$ cat src/rtl/fetch_pkg.sv
// Shared types and constants for the instruction fetch controller.
package fetch_pkg;

   typedef enum logic [1:0] {
      FETCH,
      DRAIN,
      HALTED
   } fetch_state_t;

   localparam int PC_STEP      = 4;
   localparam int WORD_SHIFT   = 2;
   localparam int ENTRY_ADDR_W = 32;
   localparam int ENTRY_DATA_W = 32;

   typedef struct packed {
      logic [ENTRY_ADDR_W-1:0] pc;
      logic [ENTRY_DATA_W-1:0] instr;
   } fetch_entry_t;

endpackage

$ cat src/rtl/fetch_if.sv
// Fetch-side bus: instruction memory port, decode handshake, redirect and halt status.
interface fetch_if #(
   parameter int ADDR_W = 32,
   parameter int DATA_W = 32
);
   logic [ADDR_W-1:0] imem_addr;
   logic [DATA_W-1:0] imem_rdata;
   logic              out_valid;
   logic              out_ready;
   logic [DATA_W-1:0] out_instr;
   logic [ADDR_W-1:0] out_pc;
   logic              redirect_valid;
   logic [ADDR_W-1:0] redirect_pc;
   logic              halted;

   modport master (
      output imem_addr, out_valid, out_instr, out_pc, halted,
      input  imem_rdata, out_ready, redirect_valid, redirect_pc
   );

   modport slave (
      input  imem_addr, out_valid, out_instr, out_pc, halted,
      output imem_rdata, out_ready, redirect_valid, redirect_pc
   );
endinterface

$ cat src/rtl/fetch_queue.sv
// Prefetch FIFO of {pc, instr} entries; flush wins over push, pop may coincide with either.
module fetch_queue
   import fetch_pkg::*;
#(
   parameter int  DEPTH   = 2,
   parameter type entry_t = fetch_entry_t,
   localparam int PTR_W   = $clog2(DEPTH),
   localparam int CNT_W   = PTR_W + 1
) (
   input  logic             clk,
   input  logic             reset,
   input  logic             push,
   input  entry_t           push_data,
   input  logic             pop,
   input  logic             flush,
   output entry_t           head,
   output logic             full,
   output logic             empty,
   output logic [CNT_W-1:0] count
);

   entry_t           mem_q [DEPTH];
   entry_t           mem_d [DEPTH];
   logic [PTR_W-1:0] wr_ptr_q, wr_ptr_d;
   logic [PTR_W-1:0] rd_ptr_q, rd_ptr_d;
   logic [CNT_W-1:0] count_q, count_d;
   logic             wr_en;
   logic             rd_en;

   assign full  = (count_q == CNT_W'(DEPTH));
   assign empty = (count_q == '0);
   assign count = count_q;
   assign head  = mem_q[rd_ptr_q];

   always_comb begin
      wr_en    = push && (!full || pop) && !flush;
      rd_en    = pop && !empty;
      mem_d    = mem_q;
      wr_ptr_d = wr_ptr_q;
      rd_ptr_d = rd_ptr_q;
      count_d  = count_q;
      if (flush) begin
         wr_ptr_d = '0;
         rd_ptr_d = '0;
         count_d  = '0;
      end else begin
         // Pointers wrap for free because DEPTH is a power of two.
         if (wr_en) begin
            mem_d[wr_ptr_q] = push_data;
            wr_ptr_d        = wr_ptr_q + 1'b1;
         end
         if (rd_en) begin
            rd_ptr_d = rd_ptr_q + 1'b1;
         end
         count_d = count_q + CNT_W'(wr_en) - CNT_W'(rd_en);
      end
   end

   always_ff @(posedge clk) begin
      if (reset) begin
         wr_ptr_q <= '0;
         rd_ptr_q <= '0;
         count_q  <= '0;
      end else begin
         wr_ptr_q <= wr_ptr_d;
         rd_ptr_q <= rd_ptr_d;
         count_q  <= count_d;
      end
   end

   always_ff @(posedge clk) begin
      mem_q <= mem_d;
   end

endmodule

$ cat src/rtl/fetch_controller.sv
// PC sequencing, prefetch queue, redirect flush and end-of-program halt.
// Optional FETCH_PERF_EN adds saturating fetched/flushed/stall counters.
module fetch_controller
   import fetch_pkg::*;
#(
   parameter int                ADDR_W    = 32,
   parameter int                DATA_W    = 32,
   parameter logic [ADDR_W-1:0] RESET_PC  = '0,
   parameter int                DEPTH     = 2,
   parameter int                MEM_WORDS = 64
) (
   input  logic        clk,
   input  logic        reset,
   fetch_if.master     bus
`ifdef FETCH_PERF_EN
   ,
   output logic [31:0] perf_fetched,
   output logic [31:0] perf_flushed,
   output logic [31:0] perf_stall
`endif
);

   localparam int                CNT_W    = $clog2(DEPTH) + 1;
   localparam logic [ADDR_W-1:0] END_ADDR = ADDR_W'(MEM_WORDS << WORD_SHIFT);

   typedef struct packed {
      logic [ADDR_W-1:0] pc;
      logic [DATA_W-1:0] instr;
   } entry_t;

   fetch_state_t      state_q, state_d;
   logic [ADDR_W-1:0] fetch_pc_q, fetch_pc_d;
   logic              at_end;
   logic              pop;
   logic              push;
   entry_t            push_entry;
   entry_t            head;
   logic              q_full;
   logic              q_empty;
   logic [CNT_W-1:0]  q_count;

   fetch_queue #(
      .DEPTH   (DEPTH),
      .entry_t (entry_t)
   ) u_queue (
      .clk       (clk),
      .reset     (reset),
      .push      (push),
      .push_data (push_entry),
      .pop       (pop),
      .flush     (bus.redirect_valid),
      .head      (head),
      .full      (q_full),
      .empty     (q_empty),
      .count     (q_count)
   );

   assign bus.imem_addr = fetch_pc_q;
   assign bus.out_valid = !q_empty;
   assign bus.out_pc    = head.pc;
   assign bus.out_instr = head.instr;
   assign bus.halted    = (state_q == HALTED);

   always_comb begin
      at_end           = (fetch_pc_q >= END_ADDR);
      pop              = !q_empty && bus.out_ready;
      // Redirect suppresses the push: the word at fetch_pc is on the wrong path.
      push             = (state_q == FETCH) && !at_end && (!q_full || pop) && !bus.redirect_valid;
      push_entry.pc    = fetch_pc_q;
      push_entry.instr = bus.imem_rdata;
      state_d          = state_q;
      fetch_pc_d       = fetch_pc_q;
      if (bus.redirect_valid) begin
         state_d    = FETCH;
         fetch_pc_d = bus.redirect_pc & ~ADDR_W'(3);
      end else begin
         unique case (state_q)
            FETCH: begin
               if (at_end) begin
                  state_d = DRAIN;
               end else if (push) begin
                  fetch_pc_d = fetch_pc_q + ADDR_W'(PC_STEP);
               end
            end
            DRAIN: begin
               if (q_count == '0) begin
                  state_d = HALTED;
               end
            end
            HALTED:  state_d = HALTED;
            default: state_d = FETCH;
         endcase
      end
   end

   always_ff @(posedge clk) begin
      if (reset) begin
         state_q    <= FETCH;
         fetch_pc_q <= RESET_PC;
      end else begin
         state_q    <= state_d;
         fetch_pc_q <= fetch_pc_d;
      end
   end

`ifdef FETCH_PERF_EN
   logic [31:0] perf_fetched_q, perf_fetched_d;
   logic [31:0] perf_flushed_q, perf_flushed_d;
   logic [31:0] perf_stall_q, perf_stall_d;

   function automatic logic [31:0] sat_add(input logic [31:0] cur, input logic [31:0] inc);
      logic [32:0] sum;
      sum = {1'b0, cur} + {1'b0, inc};
      return sum[32] ? '1 : sum[31:0];
   endfunction

   always_comb begin
      perf_fetched_d = perf_fetched_q;
      perf_flushed_d = perf_flushed_q;
      perf_stall_d   = perf_stall_q;
      if (push) begin
         perf_fetched_d = sat_add(perf_fetched_q, 32'd1);
      end
      // A head popped alongside the redirect was consumed, so it is not counted as discarded.
      if (bus.redirect_valid) begin
         perf_flushed_d = sat_add(perf_flushed_q, 32'(q_count) - 32'(pop));
      end
      if (q_full && !bus.out_ready) begin
         perf_stall_d = sat_add(perf_stall_q, 32'd1);
      end
   end

   always_ff @(posedge clk) begin
      if (reset) begin
         perf_fetched_q <= '0;
         perf_flushed_q <= '0;
         perf_stall_q   <= '0;
      end else begin
         perf_fetched_q <= perf_fetched_d;
         perf_flushed_q <= perf_flushed_d;
         perf_stall_q   <= perf_stall_d;
      end
   end

   assign perf_fetched = perf_fetched_q;
   assign perf_flushed = perf_flushed_q;
   assign perf_stall   = perf_stall_q;
`endif

endmodule

$ cat src/flat_wrapper.sv
// flat-port wrapper written by rule: the top's interface ports become plain ports
module fetch_controller_flat import fetch_pkg::*;
#(
   parameter int                ADDR_W    = 32,
   parameter int                DATA_W    = 32,
   parameter logic [ADDR_W-1:0] RESET_PC  = '0,
   parameter int                DEPTH     = 2,
   parameter int                MEM_WORDS = 64
)
  (clk, reset, bus_imem_addr, bus_out_valid, bus_out_instr, bus_out_pc, bus_halted, bus_imem_rdata, bus_out_ready, bus_redirect_valid, bus_redirect_pc);
  fetch_if #(.ADDR_W(ADDR_W), .DATA_W(DATA_W)) bus_i ();
  input  logic clk;
  input  logic reset;
  output wire logic [$bits(bus_i.imem_addr)-1:0] bus_imem_addr;
  output wire logic [$bits(bus_i.out_valid)-1:0] bus_out_valid;
  output wire logic [$bits(bus_i.out_instr)-1:0] bus_out_instr;
  output wire logic [$bits(bus_i.out_pc)-1:0] bus_out_pc;
  output wire logic [$bits(bus_i.halted)-1:0] bus_halted;
  input wire logic [$bits(bus_i.imem_rdata)-1:0] bus_imem_rdata;
  input wire logic [$bits(bus_i.out_ready)-1:0] bus_out_ready;
  input wire logic [$bits(bus_i.redirect_valid)-1:0] bus_redirect_valid;
  input wire logic [$bits(bus_i.redirect_pc)-1:0] bus_redirect_pc;
  assign bus_imem_addr = bus_i.imem_addr;
  assign bus_out_valid = bus_i.out_valid;
  assign bus_out_instr = bus_i.out_instr;
  assign bus_out_pc = bus_i.out_pc;
  assign bus_halted = bus_i.halted;
  assign bus_i.imem_rdata = bus_imem_rdata;
  assign bus_i.out_ready = bus_out_ready;
  assign bus_i.redirect_valid = bus_redirect_valid;
  assign bus_i.redirect_pc = bus_redirect_pc;
  fetch_controller #(.ADDR_W(ADDR_W), .DATA_W(DATA_W), .RESET_PC(RESET_PC), .DEPTH(DEPTH), .MEM_WORDS(MEM_WORDS)) u_core (.clk(clk), .reset(reset), .bus(bus_i));
endmodule
$ cat config.mk
export PLATFORM = sky130hd
export DESIGN_NAME = fetch_controller_flat
export DESIGN_NICKNAME = d
export VERILOG_FILES = /design/src/rtl/fetch_pkg.sv /design/src/rtl/fetch_if.sv /design/src/rtl/fetch_queue.sv /design/src/rtl/fetch_controller.sv /design/src/flat_wrapper.sv
export SDC_FILE = /design/constraint.sdc
export NUM_CORES = 1
export LEC_CHECK = 0
export ABC_CLOCK_PERIOD_IN_PS = 5400
export CAP_MARGIN = 30
export CORE_ASPECT_RATIO = 1.75
export CORE_MARGIN = 3
export CORE_UTILIZATION = 43
export DETAILED_ROUTE_END_ITERATION = 10
export HOLD_SLACK_MARGIN = 0.02
export PLACE_DENSITY = 0.68
export SETUP_SLACK_MARGIN = 0.1
export SLEW_MARGIN = 20
export SYNTH_ARGS = -nofsm -noshare
export SYNTH_HDL_FRONTEND = slang
export SYNTH_SLANG_ARGS = --single-unit
export TNS_END_PERCENT = 1
$ cat constraint.sdc
create_clock -name clk -period 5.4 [get_ports clk]
set_input_delay 1.08 -clock clk [delete_from_list [all_inputs] [get_ports clk]]
set_output_delay 1.08 -clock clk [all_outputs]
set_load 0.03 [all_outputs]
==> results.txt <==
Status -> finished, final reports clean
Final setup fails -> 0
I/O pin cnt -> 166
DP HPWL -> 9.14 mm
Worst vdd ir -> 0.200 mV
Fin Hold WS -> 0.532 ns
Worst Hold Class -> reg -> reg
Clk_lat worst skew -> 0.41 ns
Slew @ Worst Pin -> 0.912 ns
Area delta synth->final -> 39.5%
Core ar. -> 14000 µm²
CTS tree -> yes
Final Cell Area -> 8630 µm²
GRT Overall Usage -> 16.6%
Mapped Area -> 6190 µm²
Post-CTS Resized -> 0
Initial antenna violation count -> 0
Root buffer selected by CTS -> clkbuf_16
Hold Fails Final Rpt -> 0
Number of buffers added for setup after CTS -> 0
H-tree depth -> 4
Vias -> 3537
Share of layout cells above drive strength 1 -> 20.8%
Startpoint types -> flip-flop
Die area -> 15900 µm²
RSZ-0062 raised after global routing -> false
1st-iter DRT viols -> 150
Grt total ovfl -> 0
WS Path Type -> reg -> out
CTS Buf Count -> 17
Reg-to-reg slack, setup -> 2.41 ns
First-pass GRT wire length -> 20.3 mm
Largest net degree at the start of global routing -> 38
Setup Skew -> 0.00998 ns
Worst Setup End Kind -> output pin
Crit-path slowest cell -> dfxtp_2
Tcrit/Tclk final -> 70.9%
Asr flop ratio synth -> 0%
Worst reg2reg startpoint -> u_core.bus.imem_addr[19]$_SDFFE_PP0P_
R2R cell count -> 5
DRC viols -> 0
Commonest non-fill, non-tap cell in the layout -> clkdlybuf4s50_1
Routability cong. -> 0.738
Initial DRT Pass Iterations -> 4
Placed cell area -> 7970 µm²
Lkg Pwr -> 2.98 nW
WL final -> 13.2 mm
Mean Syn Cell Area -> 16.9 µm²
Initial Utilization -> 44.3%
FF/Latch Area -> 4450 µm²
Ys flop type -> edfxtp_1
Gate Count Post-Synth -> 366
R2R Path End -> u_core.u_queue.mem_q[37]$_DFFE_PP_
# fillers -> 1104
Number of flops mapped to enable cells by yosys -> 124
Critical path fanouts, max -> 37
Max-slew violation count -> 0
Vias in the first global route -> 3785
Vias per inst -> 4.91
# diodes -> 0
Fmax -> 0.261 GHz
Critical Path RT -> 4.32 ns
CP Cell Sequence -> buf_4, mux2_2, clkdlybuf4s50_1
Port buffer count -> 159
Library cells used by synthesis -> 33
Maxcap violations -> 0
Nets -> 607
Crit path launch -> u_core.u_queue.rd_ptr_q$_SDFFE_PP0P_
Die extent in y -> 165 µm
WL/cell -> 18.2 µm
Arr. time, crit path -> 2.75 ns
Remaining antenna violation count -> 0
Area used by multi-input combinational logic -> 1640 µm²
PwrDens -> 334 nW/µm²
Floorplan row count -> 57
Register area share after synthesis -> 71.8%
Sink Count -> 160
Register bit total from synthesis -> 160
Slew Limit Headroom -> 39.1%
Hold_buf cts -> 0
CP peak stage delay -> 0.77 ns
Die width -> 96.7 µm
Synthesis warning total -> 0
TNS Setup -> 0 ns
Crit path time final -> 3.83 ns
CTS max path bufs -> 2
Crit path capture -> bus_out_pc[8]
Clock transition at path regs -> 0.06 ns
Most frequent cells in the layout -> clkdlybuf4s50_1, edfxtp_1, mux2_2, nor2_1, dfxtp_1
## cell families (layout without fill, tap and decap cells)
family          after synthesis  in the layout  synth area share, %
simple gates                 63             63                 6.81
mux                          87             87                 15.3
compound gates               11             11                 1.27
fa+ha+maj                     7              7                 1.42
xor+xnor                      9              9                 1.27
buf+inv                      28            203                 2.00
flops                       160            160                 71.8
other cells                   1              4               0.0606
## routing by layer
metal	GRT usage, %	vias up	wire length, µm
li1	-	1683	-
met1	17.7	1738	4850
met2	30.8	103	7430
met3	4.48	13	593
met4	6.58	0	272
met5	0	-	0
## stage by stage
stage	worst slack, ns	utilization (%)	instances	total power, W
floorplan	0.510	-	369	0.00149
global placement	1.63	57.0	690	0.00158
detailed placement	1.57	57.0	690	0.00159
CTS	1.47	61.7	721	0.00291
global route	1.40	61.7	721	0.00298
finish	1.57	61.7	721	0.00288
## worst min path at each step
stage,start,to,slack (ns),depth (start not counted)
final,u_core.bus.imem_addr[21]$_SDFFE_PP0P_,u_core.u_queue.mem_q[117]$_DFFE_PP_,0.53,0
after CTS,u_core.bus.imem_addr[21]$_SDFFE_PP0P_,u_core.u_queue.mem_q[117]$_DFFE_PP_,0.53,0
after floorplan,u_core.state_q[1]$_SDFFE_PP0P_,u_core.state_q[1]$_SDFFE_PP0P_,0.49,2
after global placement,u_core.state_q[1]$_SDFFE_PP0P_,u_core.state_q[1]$_SDFFE_PP0P_,0.51,2
after global routing,u_core.bus.imem_addr[21]$_SDFFE_PP0P_,u_core.u_queue.mem_q[117]$_DFFE_PP_,0.55,0
after detailed placement,u_core.bus.imem_addr[21]$_SDFFE_PP0P_,u_core.u_queue.mem_q[117]$_DFFE_PP_,0.52,0
## cells in the mapped netlist (2+ instances only)
library cell | count | area [µm²]
xnor2_1 | 8 | 70.1
nor3_1 | 2 | 10.0
nand4_4 | 2 | 42.5
dfxtp_1 | 36 | 721
inv_1 | 9 | 33.8
nor3_2 | 2 | 20.0
nand3_1 | 4 | 20.0
o21bai_1 | 2 | 15.0
buf_4 | 4 | 30.0
edfxtp_1 | 124 | 3720
mux2i_1 | 25 | 250
a21oi_1 | 2 | 10.0
nor4_4 | 5 | 106
or2_2 | 2 | 12.5
nand2_1 | 4 | 15.0
nor2_1 | 37 | 139
mux2_2 | 62 | 698
clkbuf_1 | 11 | 41.3
a211oi_1 | 3 | 22.5
buf_2 | 3 | 15.0
ha_1 | 7 | 87.6
## registers in the layout (all words and copies together) (netlist names)
name	count
u_core.u_queue.wr_ptr_q	1
u_core.bus.imem_addr	30
u_core.u_queue.rd_ptr_q	1
u_core.u_queue.count	2
u_core.u_queue.mem_q	124
u_core.state_q	2
## final cells by class
type                    count  area share (%)
well taps                 177            2.57
repair buffers            163            18.9
multi-input cells         181            19.0
clock inverters            14            2.74
inverters                   9           0.391
flip-flops and latches    160            51.5
clock buffers              17            4.93
## report_power, final
part	internal (W)	total (W)	switching, W
sequential	0.00134	0.00137	0.0000257
clock	0.000866	0.00132	0.000458
combinational	0.0000974	0.000190	0.0000923
total	0.00231	0.00288	0.000576
## critical path, delay by kind of cell, from the launching register on
kind / cells / cell delay [ns]
mux: 1 / 0.39
flops: 1 / 0.77
buf+inv: 2 / 1.18
(Power assumes the default switching activity.)
